## src/rtl/itch_pkg.sv

```systemverilog
// Shared ITCH message-queue types: the Replace Order event record and its message type code.
package itch_pkg;

    localparam int REPLACE_EVENT_W = 200;
    localparam logic [7:0] MSG_TYPE_REPLACE = 8'h55;

    typedef struct packed {
        logic [7:0]  parsed_type;
        logic [63:0] old_ref;
        logic [63:0] new_ref;
        logic [31:0] shares;
        logic [31:0] price;
    } replace_event_t;

endpackage

```

## src/rtl/itch_sync_fifo.sv

```systemverilog
// Generic first-word-fall-through FIFO shared by the ITCH message queues.
// The head entry is visible combinationally whenever the FIFO is not empty.
module itch_sync_fifo #(
    parameter int WIDTH = 8,
    parameter int DEPTH = 8,
    localparam int AW = $clog2(DEPTH)
) (
    input  logic             clk,
    input  logic             rst,
    input  logic             push,
    input  logic [WIDTH-1:0] push_data,
    input  logic             pop,
    output logic [WIDTH-1:0] head_data,
    output logic             full,
    output logic             empty,
    output logic [AW:0]      count
);

    logic [WIDTH-1:0] mem [DEPTH];
    logic [AW:0]      wr_ptr;
    logic [AW:0]      rd_ptr;
    logic             do_push;
    logic             do_pop;

    // A pop frees the slot in the same edge, so a push while full is accepted alongside it.
    assign do_pop  = pop && !empty;
    assign do_push = push && (!full || do_pop);

    always_ff @(posedge clk) begin
        if (rst) begin
            wr_ptr <= '0;
            rd_ptr <= '0;
        end else begin
            if (do_push) wr_ptr <= wr_ptr + 1'b1;
            if (do_pop)  rd_ptr <= rd_ptr + 1'b1;
        end
    end

    always_ff @(posedge clk) begin
        if (do_push) mem[wr_ptr[AW-1:0]] <= push_data;
    end

    assign count     = wr_ptr - rd_ptr;
    assign full      = (count == (AW+1)'(DEPTH));
    assign empty     = (wr_ptr == rd_ptr);
    assign head_data = mem[rd_ptr[AW-1:0]];

endmodule

```

## src/rtl/replace_event_queue.sv

```systemverilog
// Replace Order event queue: one-cycle staging so a trailing overrun can cancel a parsed
// message, then commit into a FWFT FIFO with saturating cancel/overflow counters.
module replace_event_queue
    import itch_pkg::*;
#(
    parameter int DEPTH = 8,
    parameter int CNT_W = 16
) (
    input  logic                       clk,
    input  logic                       rst,
    input  logic                       replace_internal_valid,
    input  logic                       replace_packet_invalid,
    input  logic [7:0]                 replace_parsed_type,
    input  logic [63:0]                replace_old_order_ref,
    input  logic [63:0]                replace_new_order_ref,
    input  logic [31:0]                replace_shares,
    input  logic [31:0]                replace_price,
    output logic                       out_valid,
    input  logic                       out_ready,
    output logic [7:0]                 out_parsed_type,
    output logic [63:0]                out_old_order_ref,
    output logic [63:0]                out_new_order_ref,
    output logic [31:0]                out_shares,
    output logic [31:0]                out_price,
    output logic [$clog2(DEPTH):0]     fifo_count,
    output logic                       fifo_full,
    output logic [CNT_W-1:0]           cancel_count,
    output logic [CNT_W-1:0]           overflow_count
);

    replace_event_t in_event;
    replace_event_t stage_data;
    replace_event_t head;
    logic           stage_valid;
    logic           pop;
    logic           empty;
    logic           cancel;
    logic           commit;
    logic           overflow;

    assign in_event = {replace_parsed_type, replace_old_order_ref, replace_new_order_ref,
                       replace_shares, replace_price};

    // Output handshake: the head transfers on a cycle where out_valid && out_ready; out_valid
    // and the head fields stay stable until then, and out_ready may change at any time.
    assign out_valid = !empty;
    assign pop       = out_valid && out_ready;

    // The stage resolves on every edge it is valid, using that cycle's overrun flag.
    assign cancel   = stage_valid && replace_packet_invalid;
    assign commit   = stage_valid && !replace_packet_invalid && (!fifo_full || pop);
    assign overflow = stage_valid && !replace_packet_invalid && fifo_full && !pop;

    always_ff @(posedge clk) begin
        if (rst) begin
            stage_valid    <= 1'b0;
            stage_data     <= '0;
            cancel_count   <= '0;
            overflow_count <= '0;
        end else begin
            stage_valid <= replace_internal_valid;
            if (replace_internal_valid) stage_data <= in_event;
            if (cancel && (cancel_count != '1))     cancel_count   <= cancel_count + 1'b1;
            if (overflow && (overflow_count != '1)) overflow_count <= overflow_count + 1'b1;
        end
    end

    itch_sync_fifo #(
        .WIDTH (REPLACE_EVENT_W),
        .DEPTH (DEPTH)
    ) u_fifo (
        .clk       (clk),
        .rst       (rst),
        .push      (commit),
        .push_data (stage_data),
        .pop       (pop),
        .head_data (head),
        .full      (fifo_full),
        .empty     (empty),
        .count     (fifo_count)
    );

    assign out_parsed_type   = out_valid ? head.parsed_type : '0;
    assign out_old_order_ref = out_valid ? head.old_ref     : '0;
    assign out_new_order_ref = out_valid ? head.new_ref     : '0;
    assign out_shares        = out_valid ? head.shares      : '0;
    assign out_price         = out_valid ? head.price       : '0;

endmodule

```

## config.mk

```make
export PLATFORM = sky130hd
export DESIGN_NAME = replace_event_queue
export DESIGN_NICKNAME = d
export VERILOG_FILES = /design/src/rtl/itch_pkg.sv /design/src/rtl/itch_sync_fifo.sv /design/src/rtl/replace_event_queue.sv
export SDC_FILE = /design/constraint.sdc
export NUM_CORES = 2
export LEC_CHECK = 0
export BUFFER_PORTS_ARGS = -buffer_cell sky130_fd_sc_hd__buf_2
export CORE_MARGIN = 8
export CORE_UTILIZATION = 65
export DETAILED_ROUTE_END_ITERATION = 10
export HOLD_SLACK_MARGIN = 0.05
export PLACE_DENSITY = 0.85
export SETUP_SLACK_MARGIN = 0.15
export SLEW_MARGIN = 20
export SYNTH_ARGS = -nofsm -noshare
export SYNTH_HDL_FRONTEND = slang
export SYNTH_SLANG_ARGS = --single-unit
```

## constraint.sdc

```tcl
create_clock -name clk -period 38.8 [get_ports clk]
set_clock_uncertainty 0.15 [all_clocks]
set_input_delay 1.94 -clock clk [delete_from_list [all_inputs] [get_ports clk]]
set_output_delay 1.94 -clock clk [all_outputs]
set_load 0.02 [all_outputs]
```

==> insert_results.sql <==
INSERT INTO impl_metrics (metric_group, metric, value, unit) VALUES
('outcome', 'result_of_the_run', 'completed', ''),
('floorplan', 'rows', '120', ''),
('synth', 'postSynth.topFlopCell', 'edfxtp_1', ''),
('sta', 'timing_max_transition_violations_final', '0', ''),
('sta', 'finalWorstSetupSlack', '31.31', 'ns'),
('placed_design', 'pre_cts_worst_setup_slack', '31.95', 'ns'),
('worst_setup_path', 'cp_data_arrival_time', '5.40', 'ns'),
('routing', 'wl_met2', '82610', 'microns'),
('placed_design', 'dp_hpwl', '80260', 'microns'),
('worst_setup_path', 'max_fanout_on_critical_path', '66', ''),
('clock_network', 'cts-buffers-inserted', '174', ''),
('power_and_ir_drop', 'power_density', '53.78', 'nW/um^2'),
('clock_network', 'root_buffer', 'clkbuf_16', ''),
('global_route', 'grt-ovfl-total', '0', ''),
('floorplan', 'width_of_the_die', '343.2', 'microns'),
('synth', 'synth_async_sr_flop_share', '0', '%'),
('clock_network', 'post-cts-setup-buffer-count', '0', ''),
('clock_network', 'tritoncts', 'done', ''),
('sta', 'worstMarginPinSlew', '1.206', 'ns'),
('synth', 'synth_cells', '3450', ''),
('power_and_ir_drop', 'power_leakage', '26.65', 'nW'),
('routing', 'avgViaCountPerCell', '6.424', ''),
('power_and_ir_drop', 'design_power_total', '4.267', 'mW'),
('routing', 'dr.max_layer_used', 'met5', ''),
('sta', 'relSlewSlack', '19.62', '%'),
('clock_network', 'worstSkewPairLatency', '0.79', 'ns'),
('routing', 'detail_route.iter0.violations', '3534', ''),
('floorplan', 'die_height', '343.2', 'microns'),
('sta', 'upper_clock_frequency_limit', '0.1336', 'GHz'),
('routing', 'number_of_search_and_repair_iterations_in_the_first_detailed_routing_pass', '5', ''),
('placed_design', 'finalWeightedCongestion', '0.7735', ''),
('global_route', 'grt_pass1_wl', '233300', 'microns'),
('synth', 'ys_seq_elements', '1844', ''),
('synth', 'synthTopCellsByArea', 'edfxtp_1 69%, mux4_2 13%, dfxtp_1 7.0%', ''),
('routing', 'drt-wirelength-per-cell', '29.03', 'microns'),
('synth', 'synth_area_per_cell', '20.17', 'sq um'),
('synth', 'yosysTopAreaCellShare', '69.04', '%'),
('worst_setup_path', 'worstPathRequired', '36.71', 'ns'),
('clock_network', 'clock_tree.htree_level_count', '4', ''),
('worst_setup_path', 'r2r_slack', '33.53', 'ns'),
('synth', 'synthesis.yosys.warnings', '0', ''),
('synth', 'synth_sequential_area_ratio', '76.06', '%'),
('sta', 'timing.final.crit_period', '7.486', 'ns'),
('global_route', 'grt_start_max_net_pins', '158', ''),
('floorplan', 'die_area', '117800', 'sq um'),
('global_route', 'initial_antenna_violation_count', '26', ''),
('global_route', 'grt.total_usage', '26.81', '%'),
('clock_network', 'hold_buffers', '0', ''),
('worst_setup_path', 'critPathKind', 'reg -> out', ''),
('worst_setup_path', 'setup.worst_path.start_class', 'register', ''),
('worst_setup_path', 'worstSetupEndpointType', 'primary output', ''),
('routing', 'antenna_violating_nets_post_route', '0', ''),
('clock_network', 'clk_pin_slew', '0.06', 'ns'),
('clock_network', 'clock_sink_count', '1844', ''),
('clock_network', 'ctsLongestPathBuffers', '3', ''),
('finish', 'area_delta_synth_final', '14.01', '%'),
('synth', 'synth_cell_types', '49', ''),
('synth', 'synth_area', '69590', 'sq um'),
('synth', 'syn_nets', '3663', ''),
('synth', 'post-synth-top-count-cell', 'edfxtp_1', ''),
('finish', 'final_layout_size_suffix_gt1_share', '29.01', '%'),
('sta', 'report.final.setup_viol', '0', ''),
('placed_design', 'port_buffers', '442', ''),
('worst_hold_path', 'hold_path_class', 'reg -> reg', ''),
('routing', 'detail_route.drc_violations', '0', ''),
('routing', 'routed_vias', '35320', ''),
('clock_network', 'post_cts.resized_instances', '0', ''),
('sta', 'finalSetupTns', '0', 'ns'),
('flow_run', 'cap_viol_max_count', '0', ''),
('synth', 'yosys.area.top_type', 'edfxtp_1', ''),
('floorplan', 'floorplan.initialDensity', '65.28', '%');
-- per-layer routing --
metal / track usage (%) / up-vias
li1: - / 14800
met1: 33.24 / 18350
met2: 46.22 / 1836
met3: 6.559 / 311
met4: 9.787 / 22
met5: 0 / -
-- registers in the layout (all words and copies together) (netlist names), named ones only --
signal          cells
cancel_count       16
overflow_count     16
stage_data        200
stage_valid         1
u_fifo.mem       1600
u_fifo.rd_ptr       4
u_fifo.wr_ptr       4
-- final cells by class --
| cell class | instances | area, sq um |
|---|---|---|
| Multi-Input combinational cell | 1408 | 15910 |
| Sequential cell | 1844 | 52940 |
| Clock buffer | 233 | 4915 |
| Fill cell | 5653 | 27260 |
| Clock inverter | 96 | 1031 |
| Tap cell | 1403 | 1755 |
| Timing Repair Buffer | 487 | 2698 |
| Antenna cell | 18 | 45.04 |
| Inverter | 10 | 45.04 |
-- report_power, final --
part           leakage, nW  total, mW  switching (mW)  internal [mW]
Sequential            16.8       2.21          0.0340           2.18
Clock                 2.91       1.74           0.731           1.01
Combinational         6.99      0.312           0.183          0.128
Total                 26.7       4.27           0.948           3.32
-- path summary, 6_finish.rpt --
path | from | to | cells past startpoint
min | overflow_count[4] | overflow_count[4] | 2
min reg2reg | overflow_count[4] | overflow_count[4] | 2
max reg2reg | u_fifo.rd_ptr[0] | u_fifo.mem[6][190] | 10
max | u_fifo.wr_ptr[0] | out_old_order_ref[44] | 9
-- logic make-up after synthesis --
family	after synthesis	share of synthesized area (%)
flip-flops	1844	76.06
multiplexers	804	18.76
AND/OR/NAND/NOR	532	3.208
buffers and inverters	198	1.154
AO/OA/AOI/OAI	50	0.4855
XOR/XNOR	14	0.1762
adder cells (fa/ha/maj)	8	0.1546
-- worst max-delay path, stage by stage (launching register included) --
cell     delay, ns
dfxtp_1       0.40
inv_1         0.08
ha_1          0.32
nand3_1       0.19
nor2_4        0.68
buf_4         0.76
buf_4         0.82
buf_4         0.85
nor2_1        0.24
buf_2         0.23
-- placed cells by master (no fill, tap or decap), drive strengths merged, types with 13 or more instances in the layout --
cell and n:
nand4 13, mux2i 402, nand2 17, bufinv 17
mux4 400, diode 18, buf 486, nand3 14
nor2 433, clkinv 65, a21oi 22, dfxtp 244
nor3 13, inv 17, edfxtp 1600, clkbuf 234
-- per-stage QoR --
| step | instance area, sq um | cells | utilization (%) |
|---|---|---|---|
| global route | 79310 | 5488 | 74.40 |
| CTS | 79290 | 5481 | 74.38 |
| global placement | 73350 | 5152 | 68.80 |
| detailed placement | 73350 | 5152 | 68.80 |
| floorplan | 69590 | 3450 | - |
| finish | 79340 | 5499 | 74.43 |
No activity file was read; power rests on OpenSTA's default activity.
